File: src/rtl/fetch_stage.sv
// rtl/fetch_stage.sv - instruction fetch stage with IF/ID register and imem handshake
//
// Purpose: holds the fetch PC, issues instruction memory requests, parks a
// fetched word while decode is stalled, and discards the in-flight response
// when a redirect arrives before the memory has answered.
//
// Ports:
//   clk, rst                  clock, synchronous active-high reset
//   stallF, stallD, flushD    hazard unit controls
//   pcsrcD, pcbranchD, jumpD  redirect sources resolved in decode
//   imem_req, imem_addr       fetch request / address (address equals pcF)
//   imem_ack, imem_rdata      memory response (ack may be combinational)
//   pcF                       fetch PC
//   instrD, pcplus4D, validD  IF/ID register contents
//   opD, functD               opcode and funct fields of instrD
//   imem_stallF               memory wait indication to the hazard unit
//
// Configuration: define FETCH_DELAY_SLOT_EN to deliver the sequential
// instruction fetched (or parked) during a redirect as a branch delay slot;
// otherwise that instruction becomes a bubble.

module fetch_stage #(
   parameter logic [31:0] RESET_PC = 32'h0000_0000
) (
   input  logic        clk,
   input  logic        rst,
   input  logic        stallF,
   input  logic        stallD,
   input  logic        flushD,
   input  logic        pcsrcD,
   input  logic [31:0] pcbranchD,
   input  logic        jumpD,
   output logic        imem_req,
   output logic [31:0] imem_addr,
   input  logic        imem_ack,
   input  logic [31:0] imem_rdata,
   output logic [31:0] pcF,
   output logic [31:0] instrD,
   output logic [31:0] pcplus4D,
   output logic [5:0]  opD,
   output logic [5:0]  functD,
   output logic        validD,
   output logic        imem_stallF
);

`ifdef FETCH_DELAY_SLOT_EN
   localparam logic DELAY_SLOT = 1'b1;
`else
   localparam logic DELAY_SLOT = 1'b0;
`endif

   typedef enum logic [1:0] {RUN, HOLD, DROP} state_t;

   state_t      state_q, state_d;
   logic [31:0] pc_q, pc_d;
   logic [31:0] instr_q, instr_d;
   logic [31:0] pc4_q, pc4_d;
   logic        valid_q, valid_d;
   logic [31:0] hold_instr_q, hold_instr_d;
   logic [31:0] hold_pc4_q, hold_pc4_d;
   logic [31:0] tgt_q, tgt_d;

   logic [31:0] pc_plus4;
   logic        redirect;
   logic [31:0] target;

   assign pc_plus4 = pc_q + 32'd4;
   assign redirect = valid_q & ~stallD & (pcsrcD | jumpD);
   assign target   = pcsrcD ? pcbranchD : {pc4_q[31:28], instr_q[25:0], 2'b00};

   assign imem_req    = (state_q != HOLD);
   assign imem_addr   = pc_q;
   assign imem_stallF = imem_req & ~imem_ack;
   assign pcF         = pc_q;
   assign instrD      = instr_q;
   assign pcplus4D    = pc4_q;
   assign validD      = valid_q;
   assign opD         = instr_q[31:26];
   assign functD      = instr_q[5:0];

   always_comb begin
      state_d      = state_q;
      pc_d         = pc_q;
      instr_d      = instr_q;
      pc4_d        = pc4_q;
      valid_d      = valid_q;
      hold_instr_d = hold_instr_q;
      hold_pc4_d   = hold_pc4_q;
      tgt_d        = tgt_q;

      case (state_q)
         RUN: begin
            if (imem_ack) begin
               // A redirect takes precedence over a fetch stall.
               if (redirect)     pc_d = target;
               else if (!stallF) pc_d = pc_plus4;

               if (flushD) begin
                  instr_d = 32'h0;
                  valid_d = 1'b0;
               end else if (redirect) begin
                  // The word arriving now is the sequential (delay-slot) one.
                  if (DELAY_SLOT) begin
                     instr_d = imem_rdata;
                     pc4_d   = pc_plus4;
                     valid_d = 1'b1;
                  end else begin
                     instr_d = 32'h0;
                     valid_d = 1'b0;
                  end
               end else if (stallD) begin
                  hold_instr_d = imem_rdata;
                  hold_pc4_d   = pc_plus4;
                  state_d      = HOLD;
               end else begin
                  instr_d = imem_rdata;
                  pc4_d   = pc_plus4;
                  valid_d = 1'b1;
               end
            end else begin
               // Address must stay stable while the request is outstanding,
               // so a redirect is remembered and applied once the stale
               // response has been consumed.
               if (redirect) begin
                  tgt_d   = target;
                  state_d = DROP;
               end
               if (redirect || flushD) begin
                  instr_d = 32'h0;
                  valid_d = 1'b0;
               end
            end
         end

         HOLD: begin
            if (flushD) begin
               instr_d = 32'h0;
               valid_d = 1'b0;
               if (redirect) pc_d = target;
               state_d = RUN;
            end else if (redirect) begin
               pc_d = target;
               if (DELAY_SLOT) begin
                  instr_d = hold_instr_q;
                  pc4_d   = hold_pc4_q;
                  valid_d = 1'b1;
               end else begin
                  instr_d = 32'h0;
                  valid_d = 1'b0;
               end
               state_d = RUN;
            end else if (!stallD) begin
               instr_d = hold_instr_q;
               pc4_d   = hold_pc4_q;
               valid_d = 1'b1;
               state_d = RUN;
            end
         end

         DROP: begin
            if (flushD) begin
               instr_d = 32'h0;
               valid_d = 1'b0;
            end
            if (imem_ack) begin
               pc_d    = tgt_q;
               state_d = RUN;
            end
         end

         default: state_d = RUN;
      endcase
   end

   always_ff @(posedge clk) begin
      if (rst) begin
         state_q      <= RUN;
         pc_q         <= RESET_PC;
         instr_q      <= 32'h0;
         pc4_q        <= 32'h0;
         valid_q      <= 1'b0;
         hold_instr_q <= 32'h0;
         hold_pc4_q   <= 32'h0;
         tgt_q        <= 32'h0;
      end else begin
         state_q      <= state_d;
         pc_q         <= pc_d;
         instr_q      <= instr_d;
         pc4_q        <= pc4_d;
         valid_q      <= valid_d;
         hold_instr_q <= hold_instr_d;
         hold_pc4_q   <= hold_pc4_d;
         tgt_q        <= tgt_d;
      end
   end

endmodule

File: config.mk
export PLATFORM = sky130hd
export DESIGN_NAME = fetch_stage
export DESIGN_NICKNAME = d
export VERILOG_FILES = /design/src/rtl/fetch_stage.sv
export SDC_FILE = /design/constraint.sdc
export NUM_CORES = 1
export LEC_CHECK = 0
export CORE_ASPECT_RATIO = 0.5
export CORE_MARGIN = 3
export CORE_UTILIZATION = 55
export CTS_BUF_LIST = sky130_fd_sc_hd__clkbuf_4 sky130_fd_sc_hd__clkbuf_8 sky130_fd_sc_hd__clkbuf_16
export CTS_CLUSTER_DIAMETER = 30
export DETAILED_ROUTE_END_ITERATION = 7
export PLACE_DENSITY = 0.86
export SETUP_SLACK_MARGIN = 0.2
export SLEW_MARGIN = 5
export SYNTH_ARGS = -nofsm -noshare
export SYNTH_HDL_FRONTEND = slang
export SYNTH_SLANG_ARGS = --single-unit
export TNS_END_PERCENT = 10
File: constraint.sdc
create_clock -name clk -period 4.3 [get_ports clk]
set_clock_uncertainty 0.2 [all_clocks]
set_input_delay 0.86 -clock clk [delete_from_list [all_inputs] [get_ports clk]]
set_output_delay 0.86 -clock clk [all_outputs]
set_load 0.1 [all_outputs]
Word-level counts from Yosys, hierarchy flattened
Cells that the tools add are included.

$add $sub $neg: 1. Eq/ne operators: 21. Multiplexer cells: 42. Bitwise operators: 8. Reductions and logical operators: 11.

Operators by type and width (count): $mux 32 (22); $pmux 32 s3 (2); $pmux 32 s2 (1); $add 32x3->32 const B (1); $ne 2x2->1 const B (10); $mux 2 (9); $ne 3x3->1 const B (6); $reduce_and 5->1 (3); $reduce_and 8->1 (1); $mux 1 (6); $pmux 2 s3 (1); $reduce_and 3->1 (2); $reduce_and 6->1 (1); $ne 5x5->1 const B (1); $ne 4x4->1 const B (1); $not 1->1 (4); $and 1x1->1 (3); $pmux 1 s3 (1); $reduce_bool 3->1 (1); $eq 2x1->1 const B (1); $eq 2x2->1 const B (1); $logic_not 2->1 (1); $ne 2x1->1 const B (1); $reduce_bool 2->1 (1); 2 further kinds (2).

Register bits: 195. Bits of input ports: 72. Output and inout port bits: 143. Word-level logic and storage cells: 91.

Logic depth before layout (Yosys ltp)
Gate-level depths: netlist (run 1).

Word-level depth: 7. Gate-level depth with buffers: 10. Depth with buffers taken out: 7.

Worst setup path before layout (run 1)
OpenSTA, ideal clock, no wires.

Path type: reg2out. Start: reg state_q[1]. End: out imem_stallF. Arrival time: 2.454 ns. Required time: 3.240 ns. Path slack: 0.786 ns. Cell stages (with the launch flop): 7. Buffers on the path: 3. Path through: dfxtp_1 inv_1 ha_1 clkbuf_1 clkbuf_1 buf_1 nor2_1.

Longest elaborated chain between the ends: 2.

Ends and longest elaborated chain: from (decl) (RTL line 54) `state_t state_q, state_d;`; from (signal assigned) (RTL line 186) `state_q <= state_d;`; $ne 2x1->1 (RTL line 71) `assign imem_req = (state_q != HOLD);`; $and 1x1->1 (RTL line 73) `assign imem_stallF = imem_req & ~imem_ack;`; to (decl) (RTL line 43) `output logic imem_stallF`.

No other way between the ends.

Worst setup path after layout (run 1)
Start: reg state_q[1]. End: out imem_req.

Longest elaborated chain between the ends: 1.

Ends and longest elaborated chain: $ne 2x1->1 (RTL line 71); to (decl) (RTL line 33) `output logic imem_req,`.

No other way between the ends.

==> results of run 1 <==
## critical path: cells and delay by family, from the launching register on
kind,cells,cell delay [ns]
buf+inv,4,1.13
flops,1,0.35
fa+ha+maj,1,0.43
## stage by stage
| stage | hold slack, ns | util | power (mW) | instance area [sq um] | std cells |
|---|---|---|---|---|---|
| after detailed placement | 0.246 | 0.686 | 3.47 | 11400 | 1484 |
| after global placement | 0.238 | 0.686 | 3.46 | 11400 | 1484 |
| after CTS | 0.256 | 0.720 | 4.99 | 12000 | 1516 |
| after floorplan | 0.236 | - | 3.10 | 9520 | 1163 |
| after global routing | 0.276 | 0.720 | 5.14 | 12000 | 1516 |
| final | 0.253 | 0.720 | 4.98 | 12000 | 1516 |
## routing by layer
layer  GRT usage  vias up  share of wire
met4      0.0559        0         0.0097
met2       0.473      375           0.46
met3      0.0764       30          0.088
li1            -     4415              -
met5           0        -              0
met1       0.435     4419           0.45
## flip-flops by register name, summed over array words and instances, names as in the netlist
name and count:
hold_instr_q 32, hold_pc4_q 32, imem_addr 32, instrD 32
pcplus4D 32, tgt_q 32, state_q 2, validD 1
## cell type report
type | count | area, sq um
clock inverter | 13 | 115
inverter | 25 | 93.8
tap | 227 | 284
fill | 1328 | 4670
timing repair buffer | 238 | 2340
sequential | 195 | 3900
multi-input combinational | 799 | 4830
clock buffer | 19 | 447
## worst paths after layout
path	startpoint	endpoint	slack, ns	depth (start not counted)
worst max-delay path	state_q[1]$_SDFFE_PP0P_	imem_req	0.89	5
worst min-delay path	hold_instr_q[11]$_SDFFE_PP0P_	hold_instr_q[11]$_SDFFE_PP0P_	0.25	2
worst max register to register	imem_addr[2]$_SDFFE_PP0P_	pcplus4D[28]$_SDFFE_PP0P_	1.10	6
worst min register to register	hold_instr_q[11]$_SDFFE_PP0P_	hold_instr_q[11]$_SDFFE_PP0P_	0.25	2
## synth_stat cells (all sizes together) (4+ instances only)
library cell	instances
a21oi	106
nor3	43
xor2	4
dfxtp	195
and3	5
nor4	11
ha	5
nand2b	10
or4	4
inv	24
a32o	6
o211ai	7
o32ai	18
o221ai	5
o31a	7
a22oi	31
o21ai	40
nand3	22
nand2	135
a211oi	92
mux2i	38
nand4	13
nor2	114
xnor2	19
a31oi	19
clkbuf	75
a2bb2oi	5
buf	69
## kinds of logic after synthesis
| kind of cell | synth area share |
|---|---|
| compound gates | 0.256 |
| xor+xnor | 0.0212 |
| fa+ha+maj | 0.00657 |
| buf+inv | 0.0872 |
| flops | 0.410 |
| mux | 0.0399 |
| simple gates | 0.180 |
## where the power goes
group | total [mW] | switching [mW] | leakage, nW | internal (mW)
clock network | 1.53 | 0.742 | 0.275 | 0.786
logic | 1.45 | 1.08 | 2.10 | 0.375
registers | 2.00 | 0.100 | 1.58 | 1.90
total | 4.98 | 1.92 | 3.96 | 3.06
==> flow_metrics.py, run 1 <==
metrics = {
    "pwr": {
        "irDropWorstVdd_v": 0.000315,
        "power.density_nw_per_um2": 414,
        "power_leakage_nw": 3.96,
    },
    "cts": {
        "numCtsBuffers": 17,
        "cts_tree": "yes",
        "clkSinkCount": 195,
        "cts_hold_repair.buffers": 0,
        "cts_root_buf": "clkbuf_16",
        "postCtsSetupRepairBufs": 0,
        "clk_latency_ns": 0.42,
        "clk_pin_slew_worst_paths_ns": 0.07,
        "htreeDepth": 4,
        "cts_max_path_buffers": 2,
        "ctsResizeCount": 0,
    },
    "grt": {
        "grt_pass1_wl_microns": 46400,
        "grt_max_degree": 119,
        "antenna_found_initial": 0,
        "grt_use_total": 0.305,
        "grt-ovfl-total": 0,
        "grt_pass1_vias": 8407,
    },
    "timing": {
        "slew_viol_final": 0,
        "finalCritPeriodShare": 0.794,
        "finalCriticalPeriod_ns": 3.41,
        "setup_slack_ns": 0.886,
        "finalHoldViolCount": 0,
        "slew_headroom": 0.303,
        "worstMarginPinSlew_ns": 1.05,
        "fin_setup_tns_ns": 0,
        "fmax_mhz": 293,
        "setup_viol": 0,
        "rsz0062_at_grt": "false",
    },
    "worst_setup_path": {
        "cp_max_fo": 37,
        "start_kind": "register",
        "cp_slowest_cell": "buf_4",
        "crit_type": "reg -> out",
        "required_ns": 3.24,
        "end_kind": "primary output",
        "path_cells": "inv_1 > ha_1 > buf_4 > inv_1 > buf_4",
        "slowest_delay_ns": 0.45,
        "cp.arrival_ns": 2.35,
    },
    "synth": {
        "synth_cells": 1163,
        "synth_top_area_share": 0.410,
        "async_flop_share": 0,
        "syn-num-nets": 1240,
        "synth-edff-count": 0,
        "yosysSeqAreaShare": 0.410,
        "yosys_warnings": 0,
        "syn-cell-area_sq_um": 9520,
        "synth_cell_types": 65,
        "yosysTopAreaCell": "dfxtp_1",
        "synth_flop_cell": "dfxtp_1",
        "synth_area_leaders": "dfxtp_1 (41%), a211oi_1 (7.3%), a21oi_1 (5.6%)",
        "syn_area_per_cell_sq_um": 8.19,
        "synth-seq-cells": 195,
    },
    "cells_and_area": {
        "layout_common_cells": "clkdlybuf4s50_1 (210), dfxtp_1 (195), nand2_1 (135)",
        "nets": 1353,
        "area_growth_syn_to_layout_pct": 26.1,
        "drive_above_1_share": 0.0652,
        "final_common_cell": "clkdlybuf4s50_1",
        "n_antenna_cell": 0,
    },
    "drt": {
        "drt_iter0_markers": 745,
        "drt-vias-per-instance": 6.09,
        "drc_errors": 0,
        "dr_total_vias": 9239,
        "ant_nets": 0,
        "firstDrtPassIters": 6,
        "totalWireLength_microns": 29300,
        "wl_per_cell_microns": 19.3,
    },
    "hold_path": {
        "hold_class": "reg -> reg",
    },
    "placement": {
        "place_congestion": 0.996,
        "place_ws_ns": 0.710,
        "dp_hpwl_microns": 20600,
        "io_buffer_count": 214,
    },
    "floorplanning": {
        "chipWidth_microns": 192,
        "initial_core_util": 0.571,
        "die_height_microns": 99.1,
        "io_pins": 215,
        "fp-row-count": 33,
        "core-area_sq_um": 16700,
        "dieArea_sq_um": 19000,
    },
    "flow_run": {
        "drv_cap": 0,
    },
    "outcome": {
        "status": "completed",
    },
}
Power figures use the tool's default switching activity.
==> inputs of run 2 (changes only) <==
Settings changed: CORE_UTILIZATION 55 to 46, PLACE_DENSITY 0.86 to 0.77.
Clock period 4.3 ns to 3.1 ns, I/O delays scaled along.
==> run 2 against run 1 <==
Cell count grew 3.8%; combinational power increased by 41%; critical path depth up 1; first-iteration DRC count grew 32%; largest power group unchanged; utilization decreased by 12 points; sequential share of layout area up 0.085 points; global-route usage is 4.2 points lower; critical endpoint is now pcplus4D[16]$_SDFFE_PP0P_; power increased by 42%; flip-flop and latch count unchanged; die area is 19% higher; via count shrank 0.95%; sequential power increased by 38%.
==> flow_metrics.py, run 2 (synthesized netlist as in run 1, its figures left out) <==
metrics = {
    "outcome": {
        "status": "completed",
    },
    "cells_and_area": {
        "fin_util": 0.603,
        "nets": 1371,
        "layout_common_cells": "dfxtp_1 (195), buf_4 (175), nand2_1 (135)",
        "area_growth_syn_to_layout_pct": 25.7,
        "fin_cells": 1573,
        "n_antenna_cell": 0,
        "final_common_cell": "dfxtp_1",
        "drive_above_1_share": 0.188,
    },
    "floorplanning": {
        "fp-row-count": 36,
        "die_height_microns": 108,
        "io_pins": 215,
        "chipWidth_microns": 209,
        "initial_core_util": 0.479,
        "core-area_sq_um": 19900,
        "dieArea_sq_um": 22600,
    },
    "cts": {
        "clkSinkCount": 195,
        "cts_tree": "yes",
        "cts_root_buf": "clkbuf_16",
        "postCtsSetupRepairBufs": 0,
        "cts_max_path_buffers": 2,
        "htreeDepth": 4,
        "clk_pin_slew_worst_paths_ns": 0.07,
        "cts_hold_repair.buffers": 0,
        "clk_latency_ns": 0.43,
        "numCtsBuffers": 17,
    },
    "hold_path": {
        "hold_depth": 2,
        "hold_path_end": "hold_instr_q[3]$_SDFFE_PP0P_",
        "hold_class": "reg -> reg",
        "hp-start": "hold_instr_q[3]$_SDFFE_PP0P_",
    },
    "grt": {
        "grt_max_degree": 82,
        "grt_pass1_wl_microns": 47700,
        "grt_use_total": 0.262,
        "grt-ovfl-total": 0,
        "grt_pass1_vias": 8359,
        "antenna_found_initial": 0,
    },
    "drt": {
        "dr_total_vias": 9151,
        "wl_per_cell_microns": 19.4,
        "drt-vias-per-instance": 5.82,
        "firstDrtPassIters": 6,
        "ant_nets": 0,
        "drc_errors": 0,
        "totalWireLength_microns": 30500,
        "drt_iter0_markers": 981,
    },
    "worst_setup_path": {
        "path_cells": "ha_1 > nand4_1 > or4_1 > xnor2_1 > nand2_1 > a32o_1",
        "r2r_start": "imem_addr[3]$_SDFFE_PP0P_",
        "cp_max_fo": 6,
        "critPathBufInv": 0,
        "reg2reg_slack_ns": 0.37,
        "required_ns": 3.21,
        "start_kind": "register",
        "slowest_delay_ns": 0.68,
        "end_kind": "register",
        "cp.arrival_ns": 2.85,
        "reg2regPathDepth": 6,
        "cp_slowest_cell": "or4_1",
        "crit_type": "reg -> reg",
        "crit_start": "imem_addr[3]$_SDFFE_PP0P_",
        "crit_family": "simple AND/OR/NAND/NOR gates",
        "reg2reg_to": "pcplus4D[16]$_SDFFE_PP0P_",
    },
    "flow_run": {
        "drv_cap": 0,
    },
    "placement": {
        "io_buffer_count": 214,
        "place_congestion": 0.943,
        "place_inst": 1540,
        "place_ws_ns": -0.137,
        "dp_hpwl_microns": 21600,
    },
    "timing": {
        "slew_viol_final": 0,
        "setup_viol": 0,
        "fmax_mhz": 366,
        "rsz0062_at_grt": "false",
        "finalCritPeriodShare": 0.882,
        "worstMarginPinSlew_ns": 0.744,
        "setup_slack_ns": 0.366,
        "hold_ws_ns": 0.256,
        "finalHoldViolCount": 0,
        "slew_headroom": 0.499,
        "finalCriticalPeriod_ns": 2.73,
    },
    "pwr": {
        "power_leakage_nw": 4.37,
        "p_total_mw": 7.07,
        "irDropWorstVdd_v": 0.000400,
        "power.density_nw_per_um2": 590,
    },
}
run 2: cell types whose count changed in the layout (fill, tap and decap cells not counted), sizes merged:
| cell | change |
|---|---|
| inv | -2 |
| clkinv | +2 |
| buf | +159 |
| clkdlybuf4s50 | -141 |
| clkbuf | -2 |
| bufinv | +2 |
run 2: cell type report:
cell class                 count  area (sq um)
fill                        1789          7890
multi-input combinational    799          4830
sequential                   195          3900
timing repair buffer         256          2220
clock buffer                  17           425
tap                          266           333
clock inverter                15           170
inverter                      25          93.8
run 2: worst min-delay path: cells and delay by family, from the launching register on:
kind	cells	cell delay [ns]
compound gates	1	0.05
flops	1	0.31
simple gates	1	0.05
run 2: through the flow:
| stage | TNS, ns | instance area (sq um) |
|---|---|---|
| 2_1_floorplan | 0 | 9530 |
| 3_3_place_gp | -1.45 | 11400 |
| 3_5_place_dp | -2.78 | 11400 |
| 4_1_cts | 0 | 12000 |
| 6_report | 0 | 12000 |
| 5_1_grt | 0 | 12000 |
run 2: worst max path at each step:
stage,slack (ns),end,cells after the start
5_1_grt,0.24,pcplus4D[7]$_SDFFE_PP0P_,8
4_1_cts,0.25,instrD[25]$_SDFFE_PP0P_,7
3_5_place_dp,-0.14,instrD[25]$_SDFFE_PP0P_,6
6_report,0.37,pcplus4D[16]$_SDFFE_PP0P_,6
2_1_floorplan,0.04,pcplus4D[16]$_SDFFE_PP0P_,6
3_3_place_gp,-0.05,instrD[28]$_SDFFE_PP0P_,6
run 2: power breakdown:
group / leakage [nW] / switching (mW) / internal [mW]
Clock: 0.287 / 1.05 / 1.21
Sequential: 1.58 / 0.130 / 2.63
Combinational: 2.50 / 1.52 / 0.519
Total: 4.37 / 2.70 / 4.36
run 2: metal layers:
metal / share of wire / global-route usage
met5: 0 / 0
met4: 0.0059 / 0.0415
met3: 0.075 / 0.0483
met1: 0.46 / 0.384
met2: 0.46 / 0.410
run 2: what timing repair did:
action                                  4_1_cts  5_1_grt
endpoints found under the setup margin        0        4
endpoints found under the hold margin         0        0
resized for setup                             0        1
==> inputs of run 3 (changes only) <==
Settings changed: CORE_ASPECT_RATIO 0.5 to not set, CTS_CLUSTER_SIZE set to 24.
==> run 3 against run 2 <==
Combinational power about the same; cell area increased by 0.16%; register-to-register slack improved by 0.04 ns; critical path type is now reg -> out; largest cell class unchanged; largest power group unchanged.
==> flow_metrics.py, run 3 (synthesized netlist as in run 1, its figures left out) <==
metrics = {
    "cts": {
        "cts_root_buf": "clkbuf_16",
        "clkSinkCount": 195,
        "postCtsSetupRepairBufs": 0,
        "numCtsBuffers": 17,
        "cts_max_path_buffers": 2,
        "clk_pin_slew_worst_paths_ns": 0.07,
        "cts_tree": "yes",
        "ctsResizeCount": 0,
        "clk_latency_ns": 0.43,
        "cts_hold_repair.buffers": 0,
        "htreeDepth": 4,
    },
    "timing": {
        "hold_ws_ns": 0.253,
        "finalHoldViolCount": 0,
        "setup_slack_ns": 0.397,
        "slew_headroom": 0.613,
        "setup_viol": 0,
        "finalCriticalPeriod_ns": 2.70,
        "worstMarginPinSlew_ns": 0.576,
        "fin_setup_tns_ns": 0,
        "rsz0062_at_grt": "false",
        "finalCritPeriodShare": 0.872,
        "slew_viol_final": 0,
        "fmax_mhz": 370,
    },
    "cells_and_area": {
        "nets": 1367,
        "design_area_sq_um": 12000,
        "layout_common_cells": "dfxtp_1 (195), buf_4 (167), nand2_1 (135)",
        "area_growth_syn_to_layout_pct": 25.9,
        "drive_above_1_share": 0.184,
        "final_common_cell": "dfxtp_1",
        "n_antenna_cell": 0,
        "fin_cells": 1572,
        "fin_util": 0.591,
    },
    "hold_path": {
        "hold_class": "reg -> reg",
        "hold_depth": 2,
        "hp-start": "pcplus4D[12]$_SDFFE_PP0P_",
        "hold_path_end": "pcplus4D[12]$_SDFFE_PP0P_",
    },
    "worst_setup_path": {
        "reg2reg_to": "pcplus4D[7]$_SDFFE_PP0P_",
        "start_kind": "register",
        "required_ns": 2.28,
        "r2r_start": "state_q[0]$_SDFFE_PP0P_",
        "reg2regPathDepth": 7,
        "cp_max_fo": 12,
        "crit_type": "reg -> out",
        "end_kind": "primary output",
        "reg2reg_slack_ns": 0.41,
        "cp.arrival_ns": 1.88,
    },
    "flow_run": {
        "drv_cap": 0,
    },
    "floorplanning": {
        "fp-row-count": 52,
        "chipWidth_microns": 150,
        "initial_core_util": 0.469,
        "die_height_microns": 150,
        "core-area_sq_um": 20300,
        "dieArea_sq_um": 22500,
        "io_pins": 215,
    },
    "pwr": {
        "power_frac_comb": 0.288,
        "swShare": 0.376,
        "seqPwrFrac": 0.392,
        "p_clk_frac": 0.320,
        "power_leakage_nw": 4.36,
        "power.internal_mw": 4.38,
        "p_sw_mw": 2.64,
        "power.density_nw_per_um2": 585,
        "irDropWorstVdd_v": 0.000429,
        "p_total_mw": 7.02,
    },
    "placement": {
        "io_buffer_count": 214,
        "place_congestion": 0.940,
        "dpl_cell_area_sq_um": 11400,
        "place_inst": 1541,
        "dp_hpwl_microns": 19800,
        "place_ws_ns": 0.164,
    },
    "grt": {
        "grt_max_degree": 119,
        "grt_pass1_vias": 8165,
        "grt_use_total": 0.243,
        "antenna_found_initial": 0,
        "grt_pass1_wl_microns": 44200,
        "grt-ovfl-total": 0,
    },
    "drt": {
        "wl_per_cell_microns": 17.9,
        "ant_nets": 0,
        "drc_errors": 0,
        "drt-vias-per-instance": 5.78,
        "firstDrtPassIters": 5,
        "totalWireLength_microns": 28100,
        "dr_total_vias": 9083,
        "drt_iter0_markers": 785,
    },
    "outcome": {
        "status": "completed",
    },
}
-- run 3: changes by cell type in the layout (fill, tap and decap cells not counted), sizes merged --
| cell | delta |
|---|---|
| buf | -4 |
| clkinv | -3 |
| clkinvlp | +2 |
| clkbuf | +1 |
| inv | -1 |
-- run 3: power by group through the flow --
stage | combinational [mW] | clock [mW] | sequential, mW
CTS | 2.02 | 2.27 | 2.75
finish | 2.02 | 2.24 | 2.75
global route | 2.12 | 2.37 | 2.77
detailed placement | 2.02 | 0 | 2.81
global placement | 2.00 | 0 | 2.80
floorplan | 0.939 | 0 | 3.37
-- run 3: area by class of cell --
type                       instances  area [sq um]
sequential                       195          3900
clock buffer                      18           439
inverter                          25          93.8
timing repair buffer             252          2240
clock inverter                    13           148
tap                              270           338
multi-input combinational        799          4830
fill                            1845          8300
-- run 3: how the worst max path moves through the flow --
stage	start	endpoint	slack [ns]
after floorplan	imem_addr[2]$_SDFFE_PP0P_	pcplus4D[16]$_SDFFE_PP0P_	0.04
after global placement	jumpD	pcplus4D[7]$_SDFFE_PP0P_	0.27
after detailed placement	imem_ack	pcplus4D[7]$_SDFFE_PP0P_	0.16
after CTS	state_q[1]$_SDFFE_PP0P_	imem_req	0.39
after global routing	state_q[1]$_SDFFE_PP0P_	imem_req	0.26
final	state_q[1]$_SDFFE_PP0P_	imem_req	0.40
-- run 3: worst max-delay path, cell delays in order (launching register included) --
cell	delay, ns
dfxtp_1	0.41
inv_1	0.08
ha_1	0.32
inv_1	0.40
buf_12	0.24
-- run 3: layer usage --
metal	routed length, microns	global-route usage	share of wire
met1	12600	0.359	0.45
met2	12500	0.360	0.44
met3	2540	0.0545	0.090
met4	523	0.0590	0.019
met5	0	0	0
